## src/rtl/dff_bank_arbiter.sv

```systemverilog
// Round-robin arbiter sharing one WIDTH-bit register among N requesters; burst lock under `DFF_ARB_LOCK_EN`.
// Grant 1 cycle after req, write+ack the cycle after; requesters are held off by holding req until ack.
module dff_bank_arbiter #(
   parameter int N     = 4,
   parameter int WIDTH = 8
) (
   input  logic                 clk,
   input  logic                 nreset,
   input  logic [N-1:0]         req,
   input  logic [N*WIDTH-1:0]   wdata,
   input  logic [N-1:0]         lock,
   output logic [N-1:0]         gnt,
   output logic [N-1:0]         ack,
   output logic [WIDTH-1:0]     q,
   output logic                 q_valid,
   output logic [2:0]           owner,
   output logic [7:0]           wr_count
);

   typedef enum logic [1:0] {S_IDLE, S_GRANT, S_ACK} state_t;

   state_t           r_state;
   state_t           w_state_nxt;
   logic [N-1:0]     r_gnt;
   logic [N-1:0]     r_ack;
   logic [WIDTH-1:0] r_q;
   logic             r_q_valid;
   logic [2:0]       r_owner;
   logic [7:0]       r_wr_count;
   logic [2:0]       r_ptr;
   logic [2:0]       r_win;

   logic [2:0]       w_rr_idx;
   logic             w_req_win;
   logic             w_burst;
   logic [WIDTH-1:0] w_wsel;
   logic [N-1:0]     w_gnt_nxt;
   logic [N-1:0]     w_ack_nxt;
   logic [2:0]       w_ptr_nxt;
   logic [2:0]       w_win_nxt;
   logic             w_load;

   // Scan from farthest to nearest so the first requester after p overrides.
   function automatic logic [2:0] rr_pick(input logic [N-1:0] r, input logic [2:0] p);
      logic [2:0]   idx;
      logic [N-1:0] m;
      rr_pick = '0;
      for (int k = N; k >= 1; k--) begin
         idx = 3'((32'(p) + 32'(k)) % 32'(N));
         m   = N'(1) << idx;
         if (|(r & m)) rr_pick = idx;
      end
   endfunction

   assign w_rr_idx  = rr_pick(req, r_ptr);
   assign w_req_win = |(req & r_gnt);

`ifdef DFF_ARB_LOCK_EN
   assign w_burst = |(lock & r_gnt) & w_req_win;
`else
   logic w_lock_unused;
   assign w_lock_unused = |lock;
   assign w_burst       = 1'b0;
`endif

   always_comb begin
      w_wsel = '0;
      for (int i = 0; i < N; i++) begin
         if (r_gnt[i]) w_wsel = wdata[i*WIDTH +: WIDTH];
      end
   end

   always_ff @(posedge clk or negedge nreset) begin
      if (!nreset) r_state <= S_IDLE;
      else         r_state <= w_state_nxt;
   end

   always_comb begin
      w_state_nxt = r_state;
      case (r_state)
         S_IDLE:  if (|req) w_state_nxt = S_GRANT;
         S_GRANT: w_state_nxt = w_req_win ? S_ACK : S_IDLE;
         S_ACK:   w_state_nxt = w_burst ? S_GRANT : S_IDLE;
         default: w_state_nxt = S_IDLE;
      endcase
   end

   always_comb begin
      w_gnt_nxt = r_gnt;
      w_ack_nxt = '0;
      w_ptr_nxt = r_ptr;
      w_win_nxt = r_win;
      w_load    = 1'b0;
      case (r_state)
         S_IDLE: begin
            w_gnt_nxt = '0;
            if (|req) begin
               w_gnt_nxt = N'(1) << w_rr_idx;
               w_win_nxt = w_rr_idx;
            end
         end
         S_GRANT: begin
            if (w_req_win) begin
               w_load    = 1'b1;
               w_ack_nxt = r_gnt;
            end else begin
               w_gnt_nxt = '0;
            end
         end
         S_ACK: begin
            // Pointer moves only once the burst (if any) ends, so aborts never shift fairness.
            if (!w_burst) begin
               w_gnt_nxt = '0;
               w_ptr_nxt = r_win;
            end
         end
         default: w_gnt_nxt = '0;
      endcase
   end

   always_ff @(posedge clk or negedge nreset) begin
      if (!nreset) begin
         r_gnt      <= '0;
         r_ack      <= '0;
         r_q        <= '0;
         r_q_valid  <= 1'b0;
         r_owner    <= '0;
         r_wr_count <= '0;
         r_ptr      <= 3'(N-1);
         r_win      <= '0;
      end else begin
         r_gnt <= w_gnt_nxt;
         r_ack <= w_ack_nxt;
         r_ptr <= w_ptr_nxt;
         r_win <= w_win_nxt;
         if (w_load) begin
            r_q        <= w_wsel;
            r_q_valid  <= 1'b1;
            r_owner    <= r_win;
            r_wr_count <= r_wr_count + 8'd1;
         end
      end
   end

   assign gnt      = r_gnt;
   assign ack      = r_ack;
   assign q        = r_q;
   assign q_valid  = r_q_valid;
   assign owner    = r_owner;
   assign wr_count = r_wr_count;

endmodule

```

## config.mk

```make
export PLATFORM = sky130hd
export DESIGN_NAME = dff_bank_arbiter
export DESIGN_NICKNAME = d
export VERILOG_FILES = /design/src/rtl/dff_bank_arbiter.sv
export SDC_FILE = /design/constraint.sdc
export NUM_CORES = 1
export LEC_CHECK = 0
export ABC_AREA = 1
export CAP_MARGIN = 20
export CORE_ASPECT_RATIO = 2
export CORE_UTILIZATION = 47
export CTS_BUF_LIST = sky130_fd_sc_hd__clkbuf_8 sky130_fd_sc_hd__clkbuf_16
export DETAILED_ROUTE_END_ITERATION = 10
export PLACE_DENSITY = 0.85
export SLEW_MARGIN = 20
export SYNTH_ARGS = -nofsm -noshare
export SYNTH_HDL_FRONTEND = slang
export SYNTH_SLANG_ARGS = --single-unit
```

## constraint.sdc

```tcl
create_clock -name clk -period 4.7 [get_ports clk]
set_clock_uncertainty 0.05 [all_clocks]
set_input_delay 0.705 -clock clk [delete_from_list [all_inputs] [get_ports clk]]
set_output_delay 0.705 -clock clk [all_outputs]
set_load 0.03 [all_outputs]
```

# == After elaboration in Yosys (flattened, before gate mapping) ==
# Cells that the tools add are included.
# totals
reg_bits,33
in_bits,42
output_inout_bits,28
wordCells,52
# classes
addsub,5
n_eq_ne,3
n_shift,5
n_mux,17
bitwise_logic,5
n_reduce_logical,8
# ops
operator,n
$mux 8,4
$reduce_or 4->1,6
$and 4x4->4,5
$shl 1x2->4 const A,5
$mux 2,6
$mux 4,3
$add 8x1->8 const B,1
$pmux 4 s2,1
$add 2x1->2 const B,2
$add 2x2->2 const B,2
$pmux 2 s2,1
$eq 2x1->1 const B,1
$eq 2x2->1 const B,1
$logic_not 2->1,1
$mux 1,2
$ne 2x2->1 const B,1
$reduce_and 2->1,1

# == Depth between registers and ports, before layout ==
# Gate-level depths: netlist of run 1.
# logic_depth
depth_word,11
mapped_depth,14
ltp_nobuf,14

# == Worst setup path before layout of run 1 ==
# OpenSTA, ideal clock, no wires.
# synth_path
path_kind,reg-to-reg
startpoint,reg r_ptr[0]
endpoint,reg r_gnt[2] (netlist: gnt[2])
setup_ps,127
arrival_time_ps,1499
t_required_ps,4523
setup_slack_ps,3024
path_stages_with_launch,11
n_path_buf,0
period_less_slack_ps,1676
cell_sequence,dfstp_2 > inv_1 > ha_1 > nand2_1 > nand2_1 > nor2_2 > nor2_1 > nor2_1 > nand3_1 > nand2_1 > o21ai_0
# synth_between
elab_chain_cells,11
word_cells_on_any_way,23
classes_between,add/sub (4); shift (5); mux (6); bitwise (4); reduce/logical (4)
# synth_lines
item,line,source
start: declaration,30,logic [2:0] r_ptr;
start signal: assignment,129,r_ptr <= 3'(N-1);
start signal: assignment,134,r_ptr <= w_ptr_nxt;
$add 2x1->2,49,idx = 3'((32'(p) + 32'(k)) % 32'(N));
$shl 1x2->4,50,m = N'(1) << idx;
$and 4x4->4,51,if (|(r & m)) rr_pick = idx;
$reduce_or 4->1,51,
$mux 2 (3 in a row),51,
$mux 2 *,51,
$shl 1x2->4 *,98,w_gnt_nxt = N'(1) << w_rr_idx;
$mux 4 *,97,if (|req) begin
$pmux 4 s2 *,94,case (r_state)
via w_gnt_nxt[2],37,logic [N-1:0] w_gnt_nxt;
end signal: assignment,132,r_gnt <= w_gnt_nxt;
end: declaration,24,logic [N-1:0] r_gnt;
# The timed path passes the listed nets; every way through them passes the cells marked *.
# A chain may end at the register's enable or synchronous reset.

# == Final worst setup path of run 1 ==
# layout_path
startpoint,reg r_gnt[1] (netlist: gnt[1])
endpoint,out gnt[1]
# layout_rtl
item,line,source
end: declaration,12,"output logic [N-1:0] gnt,"
# No word-level cell between the ends.

==> results.tsv, run 1 <==
metric	value	unit
outcome	finished, final reports clean	
min_period_over_period	51.1	%
crit_buf_inv	1	
crit_path_end_kind	primary output	
post-place-cells	353	
clk_pin_slew	60	ps
reg2regPathDepth	10	
r2r_setup_slack	2760	ps
place_congestion	0.861	
switching_power	0.654	mW
drt_pass1_iterations	4	
postLayoutCoreUtil	70.7	%
core_area	0.00368	mm2
vias_per_cell	4.88	
drc_errors	0	
period_minus_slack	2400	ps
yosys.cell_types.count	25	
pwr-share-seq	31.9	%
holdPathEnd	q_valid$_DFFE_PN0P_	
switching_share	44.6	%
hold_path.class	reg -> reg	
gr-usage-all-layers	23.2	%
maxCapViolCount	0	
post-cts-setup-buffer-count	0	
finalNonFillerCells	361	
die_h	90.7	um
p_clk_share	15.6	%
cts_tree	done	
fin_tns_setup	0	ps
drive_above_1_share	5.45	%
path_max_fanout	12	
io_pins	70	
rsz0062_at_grt	false	
timing.rr.end	gnt[2]$_DFF_PN0_	
post_cts_resized	0	
grt-ovfl-total	0	
cts_num_sinks	33	
whs_path_depth	1	
n_antenna_cell	0	
timing.rr.start	r_ptr[0]$_DFFE_PN1N_	
antenna_found_initial	0	
finalSetupViolCount	0	
critical_path_class	reg -> out	
hold_start	q_valid$_DFFE_PN0P_	
grt_max_degree	34	
worst_pin_slew	574	ps
synth_nets	293	
fmax	0.416	GHz
die_w	46.4	um
drv_slew	0	
startpoint_type	flip-flop	
nFillCells	293	
max-slew-margin-rel	61.6	%
clkLatencyLatePin	280	ps
areaGrowthSynthToFinish	40.8	%
required	3940	ps
avgSynthCellArea	7.52	um2
synth_seq_cells	33	
syn_inst	246	
total_leakage_power	1.33	nW
p_comb_share	52.5	%
crit_chain	clkdlybuf4s50_1	
peakVddDrop	370	uV
critical_path.top_delay_family	buffers and inverters	
drtIter0Drc	33	
htreeDepth	2	
cts_buffer_depth	2	
cts_made_buffers	5	
ys_seq_area_share	44.8	%
port_buffers	64	
intPower	0.814	mW
holdWs	431	ps
cellPowerDensity	564	mW/mm2
hold_viol_final	0	
root_buffer	clkbuf_8	
yosys_warnings	0	
dr_total_vias	1761	
syn_area	0.00185	mm2
dieArea	0.00421	mm2
nets	358	
row_count	31	
crit_arrival	1650	ps
hold_buffers	0	
ant_nets	0	
dp_hpwl	3250	um
start_util	50.2	%
crit_path_max_incr_delay	750	ps
crit_slowest_cell	clkdlybuf4s50_1	
first_global_vias	1760	
wl	4380	um
grt_pass1_wl	7310	um
wl_per_cell	12.1	um
==> sequential cells by signal, indices dropped and copies added, names as in the netlist <==
| signal | cells |
|---|---|
| ack | 4 |
| gnt | 4 |
| owner | 2 |
| q | 8 |
| q_valid | 1 |
| r_ptr | 2 |
| r_state | 2 |
| r_win | 2 |
| wr_count | 8 |
==> layout make-up <==
| class | instances | area (um2) | area share [%] |
|---|---|---|---|
| Multi-Input combinational cell | 178 | 858 | 32.9 |
| Sequential cell | 33 | 828 | 31.8 |
| Timing Repair Buffer | 65 | 648 | 24.9 |
| Inverter | 28 | 108 | 4.13 |
| Clock buffer | 7 | 96.3 | 3.70 |
| Tap cell | 49 | 61.3 | 2.35 |
| Clock inverter | 1 | 5.00 | 0.192 |
==> cells in the mapped netlist <==
library cell  number  area (um2)
a21oi_1            9        45.0
a22o_1             2        17.5
buf_2              3        15.0
buf_4              1        7.51
buf_6              3        33.8
conb_1             1        3.75
dfrtp_1           31         776
dfstp_2            2        52.6
ha_1               5        62.6
inv_1             27         101
inv_4              1        6.26
nand2_1          103         387
nand3_1            4        20.0
nand4_1            2        12.5
nor2_1            12        45.0
nor2_2             2        12.5
nor2_4             2        22.5
nor3_1             1        5.00
nor4_1             2        12.5
o211ai_1           8        60.1
o21ai_0           12        60.1
o21ai_1            5        25.0
or2_2              1        6.26
xnor2_1            3        26.3
xor2_1             4        35.0
==> metrics by stage <==
step / power (mW) / setup slack [ps] / area, um2
2_1_floorplan: 0.985 / 3020 / 1850
3_3_place_gp: 1.22 / 2160 / 2500
3_5_place_dp: 1.24 / 2140 / 2500
4_1_cts: 1.48 / 2300 / 2610
5_1_grt: 1.59 / 2220 / 2610
6_report: 1.47 / 2300 / 2610
==> routing by layer <==
| layer | routed length [um] | GRT usage [%] | vias up |
|---|---|---|---|
| met1 | 1720 | 25.4 | 794 |
| met4 | 142 | 12.0 | 0 |
| met2 | 2330 | 39.4 | 52 |
| met5 | 0 | 0 | - |
| li1 | - | - | 899 |
| met3 | 192 | 4.00 | 16 |
==> kinds of logic after synthesis <==
| family | after synthesis | synth area share (%) |
|---|---|---|
| flip-flops | 33 | 44.8 |
| other | 1 | 0.203 |
| AND/OR/NAND/NOR | 129 | 28.3 |
| buffers and inverters | 35 | 8.86 |
| AO/OA/AOI/OAI | 36 | 11.2 |
| adder cells (fa/ha/maj) | 5 | 3.38 |
| XOR/XNOR | 7 | 3.31 |
==> worst max-delay path by stage <==
| stage | depth (start not counted) | slack [ps] | end | startpoint |
|---|---|---|---|---|
| after floorplan | 10 | 3020 | gnt[2]$_DFF_PN0_ | r_ptr[0]$_DFFE_PN1N_ |
| final | 1 | 2300 | gnt[1] | gnt[1]$_DFF_PN0_ |
| after CTS | 1 | 2300 | gnt[1] | gnt[1]$_DFF_PN0_ |
| after global routing | 1 | 2220 | gnt[1] | gnt[1]$_DFF_PN0_ |
| after global placement | 7 | 2160 | owner[1]$_DFFE_PN0P_ | req[3] |
| after detailed placement | 6 | 2140 | owner[1]$_DFFE_PN0P_ | req[3] |
==> power by group through the flow <==
stage | Clock (mW) | Sequential (mW) | Combinational [mW]
finish | 0.229 | 0.468 | 0.771
global route | 0.249 | 0.482 | 0.862
CTS | 0.239 | 0.468 | 0.777
detailed placement | 0 | 0.471 | 0.768
global placement | 0 | 0.468 | 0.750
floorplan | 0 | 0.585 | 0.401
==> cell usage in the layout (no fill, tap or decap), types with 2 or more instances in the layout <==
cell and n:
nand2_1 103, clkdlybuf4s50_1 64, dfrtp_1 31, inv_1 27, nor2_1 12, o21ai_0 12
a21oi_1 9, o211ai_1 8, clkbuf_8 7, o21ai_1 5, ha_1 5, nand3_1 4
xor2_1 4, xnor2_1 3, a22o_1 2, nor2_2 2, nor2_4 2, nand4_1 2
nor4_1 2, dfstp_2 2
Power figures use the tool's default switching activity.
==> run 2: changes to the inputs <==
--- a/config.mk
+++ b/config.mk
@@ -8,10 +8,10 @@
 export ABC_AREA = 1
 export CAP_MARGIN = 20
 export CORE_ASPECT_RATIO = 2
-export CORE_UTILIZATION = 47
+export CORE_UTILIZATION = 40
 export CTS_BUF_LIST = sky130_fd_sc_hd__clkbuf_8 sky130_fd_sc_hd__clkbuf_16
 export DETAILED_ROUTE_END_ITERATION = 10
-export PLACE_DENSITY = 0.85
+export PLACE_DENSITY = 0.77
 export SLEW_MARGIN = 20
 export SYNTH_ARGS = -nofsm -noshare
 export SYNTH_HDL_FRONTEND = slang
==> constraint.sdc (replaced) <==
create_clock -name clk -period 2.07 [get_ports clk]
set_clock_uncertainty 0.05 [all_clocks]
set_input_delay 0.3105 -clock clk [delete_from_list [all_inputs] [get_ports clk]]
set_output_delay 0.3105 -clock clk [all_outputs]
set_load 0.03 [all_outputs]
==> results.tsv, run 2 (synthesized netlist as in run 1, its figures left out) <==
metric	value	unit
ant_nets	0	
crit_slowest_cell	clkdlybuf4s50_1	
final_cell_mix	nand2_1 (102), clkdlybuf4s50_1 (64), dfrtp_1 (31)	
n_antenna_cell	0	
cts_num_sinks	33	
crit_path_max_incr_delay	750	ps
rsz0062_at_grt	false	
wl_per_cell	12.2	um
die_h	98.2	um
crit_buf_inv	1	
timing.rr.start	r_ptr[0]$_DFFE_PN1N_	
multi_input_area	866	um2
row_count	34	
m1WireLength	1820	um
finalSetupViolCount	0	
dieArea	0.00492	mm2
outcome	finished, final reports clean	
drc_errors	0	
start_util	42.2	%
dpl_cell_area	0.00254	mm2
required	1710	ps
wl	4490	um
nets	360	
drv_slew	0	
seqCellArea	828	um2
cts_buffer_depth	2	
place_congestion	0.767	
startpoint_type	flip-flop	
path_max_fanout	12	
die_w	50.1	um
root_buffer	clkbuf_8	
maxCapViolCount	0	
nFillCells	413	
dp_hpwl	3420	um
postLayoutCoreUtil	60.0	%
final_area	0.00263	mm2
port_buffers	64	
critical_path.top_delay_family	buffers and inverters	
crit_path_end_kind	primary output	
top_layer	met4	
wl_met2	2400	um
hold_buffers	0	
first_global_vias	1778	
clkLatencyLatePin	290	ps
mostFrequentLayoutCell	nand2_1	
hold_path.class	in -> async	
crit_arrival	1600	ps
dr_wl_met3	176	um
crit_chain	clkdlybuf4s50_1	
hold_viol_final	0	
core_area	0.00438	mm2
fmax	0.511	GHz
io_pins	70	
min_period_over_period	94.6	%
cellPowerDensity	1270	mW/mm2
critical_path_class	reg -> out	
drive_above_1_share	6.05	%
gr-usage-all-layers	20.4	%
cts_tree	done	
vias_per_cell	4.76	
cp-startpoint	gnt[2]$_DFF_PN0_	
dr_total_vias	1750	
cts_made_buffers	5	
timing.rr.end	r_win[1]$_DFFE_PN0P_	
htreeDepth	2	
peakVddDrop	702	uV
drtIter0Drc	34	
r2r_setup_slack	210	ps
fin_tns_setup	0	ps
grt-ovfl-total	0	
antenna_found_initial	0	
reg2regPathDepth	10	
total_leakage_power	1.34	nW
areaGrowthSynthToFinish	42.0	%
drt_pass1_iterations	4	
power	3.33	mW
clk_pin_slew	70	ps
grt_pass1_wl	7740	um
grt_max_degree	34	
period_minus_slack	1960	ps
[run 2: timing repair]
action                                  CTS  global route
setup buffers                             0             0
resized for setup                         0             2
endpoints found under the setup margin    0             5
[run 2: metrics by stage]
step           hold WS (ps)  std cells  setup slack [ps]
3_5_place_dp            416        360               133
2_1_floorplan         -35.1        246               394
5_1_grt                 415        368              35.0
3_3_place_gp            409        360               165
4_1_cts                 387        368               104
6_report                373        368               113
[run 2: layout make-up]
| type | count | area share [%] |
|---|---|---|
| inverters | 28 | 4.10 |
| multi-input cells | 178 | 33.0 |
| clock inverters | 3 | 0.524 |
| clock buffers | 5 | 2.62 |
| well taps | 54 | 2.57 |
| flip-flops and latches | 33 | 31.5 |
| repair buffers | 67 | 25.7 |
[run 2: worst max path at each step]
| stage | end | slack (ps) | depth (start not counted) |
|---|---|---|---|
| CTS | gnt[2] | 100 | 1 |
| finish | gnt[2] | 110 | 1 |
| global placement | q_valid$_DFFE_PN0P_ | 170 | 6 |
| global route | r_win[1]$_DFFE_PN0P_ | 40 | 10 |
| detailed placement | r_win[1]$_DFFE_PN0P_ | 130 | 10 |
| floorplan | gnt[2]$_DFF_PN0_ | 390 | 10 |
[run 2: power breakdown]
group | total (mW) | switching, mW | internal, mW | leakage, nW
sequential | 1.05 | 0.179 | 0.873 | 0.422
clock | 0.466 | 0.238 | 0.228 | 0.0491
combinational | 1.81 | 1.10 | 0.711 | 0.872
total | 3.33 | 1.52 | 1.81 | 1.34
[run 2: per-layer routing]
layer / vias up / GRT usage, %
met2: 50 / 36.7
met1: 787 / 22.4
met5: - / 0
li1: 905 / -
met3: 8 / 3.89
met4: 0 / 8.57
==> run 3: changes to the inputs <==
--- a/config.mk
+++ b/config.mk
@@ -8,10 +8,11 @@
 export ABC_AREA = 1
 export CAP_MARGIN = 20
 export CORE_ASPECT_RATIO = 2
-export CORE_UTILIZATION = 40
+export CORE_UTILIZATION = 44
 export CTS_BUF_LIST = sky130_fd_sc_hd__clkbuf_8 sky130_fd_sc_hd__clkbuf_16
 export DETAILED_ROUTE_END_ITERATION = 10
-export PLACE_DENSITY = 0.77
+export PLACE_DENSITY = 0.8
+export SKIP_LAST_GASP = 1
 export SLEW_MARGIN = 20
 export SYNTH_ARGS = -nofsm -noshare
 export SYNTH_HDL_FRONTEND = slang
==> constraint.sdc (replaced) <==
create_clock -name clk -period 2.2 [get_ports clk]
set_clock_uncertainty 0.05 [all_clocks]
set_input_delay 0.33 -clock clk [delete_from_list [all_inputs] [get_ports clk]]
set_output_delay 0.33 -clock clk [all_outputs]
set_load 0.03 [all_outputs]
==> results.tsv, run 3 (synthesized netlist as in run 1, its figures left out) <==
metric	value	unit
outcome	finished, final reports clean	
htreeDepth	2	
drt_pass1_iterations	4	
required	1820	ps
post-cts-setup-buffer-count	0	
vias_per_cell	4.76	
die_w	47.9	um
maxCapViolCount	0	
crit_path_end_kind	primary output	
wl	4520	um
drc_errors	0	
wl_per_cell	12.2	um
first_global_vias	1640	
power	3.15	mW
hold_viol_final	0	
port_buffers	64	
dp_hpwl	3420	um
rsz0062_at_grt	false	
fin_tns_setup	0	ps
drive_above_1_share	7.23	%
areaGrowthSynthToFinish	43.4	%
final_cell_mix	nand2_1 (103), clkdlybuf4s50_1 (64), dfrtp_1 (31)	
cellPowerDensity	1190	mW/mm2
hold_buffers	0	
crit_buf_inv	1	
crit_arrival	1650	ps
die_h	93.7	um
critical_path_class	reg -> out	
grt_pass1_wl	7010	um
cts_tree	done	
crit_slowest_cell	clkdlybuf4s50_1	
start_util	45.7	%
mostFrequentLayoutCell	nand2_1	
cts_made_buffers	5	
total_leakage_power	1.36	nW
drtIter0Drc	34	
grt-ovfl-total	0	
core_area	0.00405	mm2
max-slew-margin-rel	66.6	%
ant_nets	0	
nets	364	
cts_num_sinks	33	
row_count	33	
gr-usage-all-layers	21.7	%
antenna_found_initial	0	
cp-startpoint	gnt[1]$_DFF_PN0_	
drv_slew	0	
place_congestion	0.827	
clkLatencyLatePin	280	ps
grt_max_degree	34	
post_cts_resized	0	
timing.rr.start	r_ptr[0]$_DFFE_PN1N_	
clk_pin_slew	70	ps
dr_total_vias	1763	
critical_path.top_delay_family	buffers and inverters	
root_buffer	clkbuf_8	
crit_path_max_incr_delay	760	ps
dieArea	0.00448	mm2
cts_buffer_depth	2	
fmax	0.493	GHz
worst_pin_slew	500	ps
hold_path.class	in -> async	
post-place-cells	362	
finalSetupViolCount	0	
path_max_fanout	12	
io_pins	70	
period_minus_slack	2030	ps
r2r_setup_slack	250	ps
peakVddDrop	1040	uV
min_period_over_period	92.1	%
crit_chain	clkdlybuf4s50_1	
n_antenna_cell	0	
startpoint_type	flip-flop	
finalNonFillerCells	370	
## run 3: cell count changes in the layout (fill, tap and decap cells not counted), sizes merged
cell and delta:
clkbuf +2, buf +4, clkinv -1, inv -1
## run 3: worst reg2reg max path: stages (launching register included)
cell     delay [ps]
dfstp_2         560
inv_1            90
ha_1            260
nand2_1          90
nand2_1          60
nor2_2          190
nor2_1           60
nor2_1          110
nand3_1          80
nand2_1         160
nand2_1          90
nand2_1          70
## run 3: final timing paths
kind / end / cells after the start
setup / recovery: gnt[1] / 1
hold / removal: ack[0]$_DFF_PN0_ / 2
min in group clk: q[4]$_DFFE_PN0P_ / 2
hold reg to reg: q[4]$_DFFE_PN0P_ / 2
setup reg to reg: gnt[0]$_DFF_PN0_ / 11
max in group asynchronous: r_ptr[0]$_DFFE_PN1N_ / 2
## run 3: cell type report
type	instances	area (um2)
multi-input cells	178	858
flip-flops and latches	33	828
fillers	396	1390
inverters	28	108
clock inverters	1	5.00
repair buffers	71	693
clock buffers	7	96.3
well taps	52	65.1
## run 3: metal layers
layer | up-vias | wire length [um] | GRT usage, %
li1 | 911 | - | -
met4 | 0 | 62 | 6.94
met1 | 809 | 1780 | 23.4
met2 | 37 | 2520 | 39.3
met5 | - | 0 | 0
met3 | 6 | 157 | 4.23
## run 3: where the power goes
group	switching, mW	internal (mW)	total [mW]	leakage (nW)
Sequential	0.178	0.821	0.999	0.422
Combinational	1.00	0.651	1.66	0.887
Clock	0.217	0.283	0.500	0.0542
Total	1.40	1.76	3.15	1.36
## run 3: metrics by stage
| step | util [%] | hold slack, ps | worst slack [ps] | instance area [um2] |
|---|---|---|---|---|
| finish | 65.6 | 391 | 173 | 2650 |
| floorplan | - | -15.6 | 524 | 1850 |
| CTS | 65.6 | 411 | 173 | 2650 |
| detailed placement | 63.1 | 404 | 232 | 2550 |
| global route | 65.6 | 430 | 61.9 | 2650 |
| global placement | 63.1 | 403 | 243 | 2550 |
